## src/rtl/uart_rx.sv

```systemverilog
// 8N1 serial receiver with oversampled mid-bit sampling and valid/ready byte handoff.
// Define UART_RX_PARITY_EN for 8E1 framing with an even-parity check and parity_err output.
module uart_rx #(
    parameter int CLK_FREQ   = 25000000,
    parameter int BAUD_RATE  = 9600,
    parameter int OVERSAMPLE = 16
) (
    input  logic       clk,
    input  logic       rst,
    input  logic       rx,
    output logic [7:0] rx_data,
    output logic       rx_valid,
    input  logic       rx_ready,
    output logic       frame_err,
    output logic       overrun,
`ifdef UART_RX_PARITY_EN
    output logic       parity_err,
`endif
    output logic       busy
);

    localparam int DIV = CLK_FREQ / (BAUD_RATE * OVERSAMPLE);
    localparam int PW  = (DIV > 1) ? $clog2(DIV) : 1;
    localparam int SW  = $clog2(OVERSAMPLE);
    localparam logic [PW-1:0] DIV_LAST  = PW'(DIV - 1);
    localparam logic [SW-1:0] MID_START = SW'(OVERSAMPLE / 2 - 1);
    localparam logic [SW-1:0] MID_BIT   = SW'(OVERSAMPLE - 1);

    typedef enum logic [2:0] {
        ST_IDLE,
        ST_START,
        ST_DATA,
        ST_STOP,
        ST_BREAK
`ifdef UART_RX_PARITY_EN
        , ST_PARITY
`endif
    } state_t;

    state_t        state;
    logic          rx_p0;
    logic          rx_s;
    logic [PW-1:0] pre;
    logic          tick;
    logic [SW-1:0] sc;
    logic [2:0]    bit_idx;
    logic [7:0]    shift;
    logic          done;
    logic          mid;
    logic          par_ok;

    // Two-flop synchronizer; resets to the idle (high) line level
    always_ff @(posedge clk or posedge rst) begin
        if (rst) begin
            rx_p0 <= 1'b1;
            rx_s  <= 1'b1;
        end else begin
            rx_p0 <= rx;
            rx_s  <= rx_p0;
        end
    end

    always_ff @(posedge clk or posedge rst) begin
        if (rst) begin
            pre <= '0;
        end else if (tick) begin
            pre <= '0;
        end else begin
            pre <= pre + 1'b1;
        end
    end

    assign tick = (pre == DIV_LAST);
    assign mid  = (state == ST_START) ? (sc == MID_START) : (sc == MID_BIT);
    assign busy = (state != ST_IDLE);

`ifdef UART_RX_PARITY_EN
    logic par_bit;

    always_ff @(posedge clk) begin
        if (tick && mid && state == ST_PARITY) begin
            par_bit <= rx_s;
        end
    end

    assign par_ok = ~(^{shift, par_bit});
`else
    assign par_ok = 1'b1;
`endif

    always_ff @(posedge clk) begin
        if (tick && mid && state == ST_DATA) begin
            shift <= {rx_s, shift[7:1]};
        end
    end

    always_ff @(posedge clk or posedge rst) begin
        if (rst) begin
            state     <= ST_IDLE;
            sc        <= '0;
            bit_idx   <= '0;
            done      <= 1'b0;
            frame_err <= 1'b0;
`ifdef UART_RX_PARITY_EN
            parity_err <= 1'b0;
`endif
        end else begin
            done      <= 1'b0;
            frame_err <= 1'b0;
`ifdef UART_RX_PARITY_EN
            parity_err <= 1'b0;
`endif
            if (tick) begin
                if (state != ST_IDLE && state != ST_BREAK && !mid) begin
                    sc <= sc + 1'b1;
                end
                case (state)
                    ST_IDLE: begin
                        if (!rx_s) begin
                            sc    <= '0;
                            state <= ST_START;
                        end
                    end
                    ST_START: begin
                        if (mid) begin
                            if (rx_s) begin
                                state <= ST_IDLE;
                            end else begin
                                sc      <= '0;
                                bit_idx <= '0;
                                state   <= ST_DATA;
                            end
                        end
                    end
                    ST_DATA: begin
                        if (mid) begin
                            sc      <= '0;
                            bit_idx <= bit_idx + 1'b1;
                            if (bit_idx == 3'd7) begin
`ifdef UART_RX_PARITY_EN
                                state <= ST_PARITY;
`else
                                state <= ST_STOP;
`endif
                            end
                        end
                    end
`ifdef UART_RX_PARITY_EN
                    ST_PARITY: begin
                        if (mid) begin
                            sc    <= '0;
                            state <= ST_STOP;
                        end
                    end
`endif
                    ST_STOP: begin
                        if (mid) begin
                            sc <= '0;
                            // Framing error wins over a parity mismatch
                            if (!rx_s) begin
                                frame_err <= 1'b1;
                                state     <= ST_BREAK;
                            end else if (!par_ok) begin
`ifdef UART_RX_PARITY_EN
                                parity_err <= 1'b1;
`endif
                                state <= ST_IDLE;
                            end else begin
                                done  <= 1'b1;
                                state <= ST_IDLE;
                            end
                        end
                    end
                    ST_BREAK: begin
                        if (rx_s) begin
                            state <= ST_IDLE;
                        end
                    end
                    default: state <= ST_IDLE;
                endcase
            end
        end
    end

    // Holding register: a simultaneous handoff frees the slot for the new byte
    always_ff @(posedge clk or posedge rst) begin
        if (rst) begin
            rx_data  <= 8'h00;
            rx_valid <= 1'b0;
            overrun  <= 1'b0;
        end else begin
            overrun <= 1'b0;
            if (done) begin
                if (!rx_valid || rx_ready) begin
                    rx_data  <= shift;
                    rx_valid <= 1'b1;
                end else begin
                    overrun <= 1'b1;
                end
            end else if (rx_valid && rx_ready) begin
                rx_valid <= 1'b0;
            end
        end
    end

endmodule
```

## config.mk

```make
export PLATFORM = sky130hd
export DESIGN_NAME = uart_rx
export DESIGN_NICKNAME = d
export VERILOG_FILES = /design/src/rtl/uart_rx.sv
export SDC_FILE = /design/constraint.sdc
export NUM_CORES = 1
export LEC_CHECK = 0
export BUFFER_PORTS_ARGS = -buffer_cell sky130_fd_sc_hd__buf_2
export CAP_MARGIN = 20
export CORE_MARGIN = 8
export CORE_UTILIZATION = 62
export CTS_CLUSTER_DIAMETER = 150
export DETAILED_ROUTE_END_ITERATION = 8
export PLACE_DENSITY = 0.83
export SLEW_MARGIN = 20
export SYNTH_ARGS = -nofsm -noshare
export SYNTH_HDL_FRONTEND = slang
export SYNTH_SLANG_ARGS = --single-unit
```

## constraint.sdc

```tcl
create_clock -name clk -period 3.2 [get_ports clk]
set_clock_uncertainty 0.15 [all_clocks]
set_input_delay 0.16 -clock clk [delete_from_list [all_inputs] [get_ports clk]]
set_output_delay 0.16 -clock clk [all_outputs]
set_load 0.05 [all_outputs]
```

==> impl_metrics.tcl <==
set metrics [dict create \
    slew_viol_final 0 \
    grt_max_degree 20 \
    postCtsSetupRepairBufs 0 \
    die_w_um 69.2 \
    grt.total_usage_pct 13.2 \
    yosysWarnings 0 \
    p_switching_w 0.000176 \
    max_stage_delay_ns 0.55 \
    crit_path_start_kind "flip-flop" \
    power.density_nw_per_um2 438 \
    path_class "flip-flop to flip-flop" \
    path_cells "inv_1 -> ha_1 -> and4b_4 -> nand2_4 -> or4_4 -> mux2_4" \
    async_reset_ff_share_pct 80.0 \
    viasPerCell 5.83 \
    synthFlopType "dfrtp_1" \
    dpl.hpwl_um 2160 \
    fillers 189 \
    grt_pass1_vias 1125 \
    antenna_found_initial 0 \
    fin_crit_sh_pct 65.0 \
    core_sq_um 2710 \
    slew_headroom_pct 53.6 \
    root_buffer "clkbuf_4" \
    syn_avg_cell_area_sq_um 13.1 \
    critPathBufInv 1 \
    io_buffers 15 \
    yosysSeqAreaShare_pct 59.6 \
    switching_share_pct 20.3 \
    grt_pass1_wl_um 5180 \
    setup-violations-final 0 \
    synthXorXnorAreaFrac_pct 3.00 \
    cts_tree "done" \
    ios 16 \
    final_area_sq_um 1970 \
    ff_latch_area_sq_um 1040 \
    irDropWorstVdd_mv 0.449 \
    drive_gt1_share_pct 28.5 \
    clk_latency_ns 0.35 \
    antennaDiodeCount 0 \
    place_congestion 0.879 \
    htree_levels 2 \
    tns_ns 0 \
    cp_slowest_cell "or4_4" \
    status "completed" \
    hold_path_class "flip-flop to flip-flop" \
    clockBufferDepth 2 \
    globalRoute.busiestLayer "met2" \
    required_ns 3.30 \
    numCtsBuffers 5 \
    cp_max_fo 8 \
    drv_cap 0 \
    yosys.area_share.simple_pct 16.1 \
    synth-seq-cells 40 \
    wl_per_cell_um 15.6 \
    clkSinkCount 40 \
    critPathTopFamily "simple AND/OR/NAND/NOR gates" \
    final_antenna_net_count 0 \
    synth_cells 134 \
    max_freq_mhz 480 \
    place_ws_ns 1.13 \
    syn_nets 143 \
    clkTransAtPathRegs_ns 0.12 \
    drtIter0Drc 40 \
    synth_edf_count 8 \
    gr-usage-met3_pct 6.15 \
    num_rows 19 \
    rsz0062_at_grt "no" \
    start_util_pct 64.6 \
    tightest_slew_ns 0.696 \
    route.detailed.drc 0 \
    pwr-share-seq_pct 60.4 \
    num_vias 1102 \
    p_leak_nw 0.940 \
    final_common_cell "dfrtp_1" \
    dr.pass1.iters 4 \
    arrival_ns 2.18 \
    clockPowerShare_pct 38.0 \
    worst_slack_ns 1.12 \
    synth_compound_area_share_pct 8.00 \
    dieArea_sq_um 4780 \
    dieHeight_um 69.2 \
    synth_top_family_by_area "simple AND/OR/NAND/NOR gates" \
    netlist_area_sq_um 1750 \
    multi_input_area_sq_um 662 \
    period_minus_slack_ns 2.08 \
    synth.area.mux_share_pct 7.14 \
    endpoint_kind "flip-flop" \
    globalRouteMet2Util_pct 21.0 \
    comb_power_share_pct 1.7 \
    final_nets 166 \
    synthToLayoutAreaGrowth_pct 12.5 \
    yosysUniqueCellTypes 41 \
    p_int_w 0.000688 \
    dpl_cell_area_sq_um 1860 \
    layout_common_cells "dfrtp_1 (30), buf_2 (15), nor2_1 (10)" \
    gr-usage-met1_pct 15.0 \
    synthAdderAreaFrac_pct 3.57 \
    wirelength_um 2950 \
    hold_viol 0 \
    grt.overflow.total 0 \
]
-- cell usage after synthesis, types with 2 or more instances --
cell type | n | area share (%)
dfstp_2 | 2 | 3.0
a32o_1 | 3 | 1.7
nor3_1 | 3 | 0.86
buf_2 | 4 | 1.1
nand3_1 | 2 | 0.57
o21ai_0 | 5 | 1.4
mux2i_1 | 2 | 1.1
a22o_1 | 2 | 1.0
xor2_1 | 3 | 1.5
nand2_1 | 6 | 1.3
xnor2_1 | 3 | 1.5
mux2_2 | 8 | 5.1
edfxtp_1 | 8 | 14
and3_1 | 3 | 1.1
ha_1 | 5 | 3.6
dfrtp_1 | 30 | 43
a21oi_1 | 3 | 0.86
inv_1 | 7 | 1.5
nand4_1 | 3 | 1.1
nor2_1 | 10 | 2.1
and2_1 | 2 | 0.71
-- through the flow --
stage	util [%]	hold WS (ns)	cells	power [W]
after global routing	72.7	0.221	189	0.000901
after detailed placement	68.7	0.122	178	0.000544
after floorplan	-	0.0145	134	0.000538
after global placement	68.7	0.117	178	0.000543
final	72.7	0.215	189	0.000864
after CTS	72.7	0.218	189	0.000875
-- flip-flops by register name (all words and copies together), names as in the netlist --
name / count
pre: 8
rx_data: 8
shift: 8
sc: 4
bit_idx: 3
state: 3
done: 1
frame_err: 1
overrun: 1
rx_p0: 1
rx_s: 1
rx_valid: 1
-- repair_timing --
action,CTS,global route
resized for setup,0,0
hold buffers,3,0
hold endpoints to repair,21,0
-- power by group through the flow --
stage	Sequential (W)	Clock (W)	Combinational, W
after CTS	0.000521	0.000338	0.0000154
after global placement	0.000531	0	0.0000120
after floorplan	0.000531	0	0.00000736
after global routing	0.000522	0.000361	0.0000177
final	0.000521	0.000328	0.0000146
after detailed placement	0.000531	0	0.0000126
-- per-layer routing --
| layer | up-vias | part of all wire [%] |
|---|---|---|
| li1 | 528 | - |
| met1 | 551 | 43 |
| met2 | 18 | 50 |
| met3 | 5 | 5.9 |
| met4 | 0 | 1.7 |
| met5 | - | 0 |
-- logic make-up (layout without fill, tap and decap cells) --
family,Yosys count,in the layout
AND/OR/NAND/NOR,44,44
multiplexers,11,11
AO/OA/AOI/OAI,17,17
adder cells (fa/ha/maj),5,5
XOR/XNOR,6,6
buffers and inverters,11,35
flip-flops,40,40
-- worst paths after layout --
path / start / slack, ns / endpoint / depth (start not counted)
setup reg to reg: pre[1] / 1.12 / bit_idx[0] / 6
hold / removal: rx_p0 / 0.22 / rx_s / 0
max in group asynchronous: rst / 1.86 / rx_s / 4
min in group asynchronous: rst / 0.31 / overrun / 3
setup / recovery: pre[1] / 1.12 / bit_idx[0] / 6
hold reg to reg: rx_p0 / 0.22 / rx_s / 0
-- layout make-up --
cell class              instances  area share, %
repair buffers                 20           6.10
flip-flops and latches         40           53.0
multi-input cells              83           33.6
clock buffers                   5           1.90
clock inverters                 3           2.16
well taps                      31           1.97
inverters                       7           1.33
No activity file was read; power rests on OpenSTA's default activity.
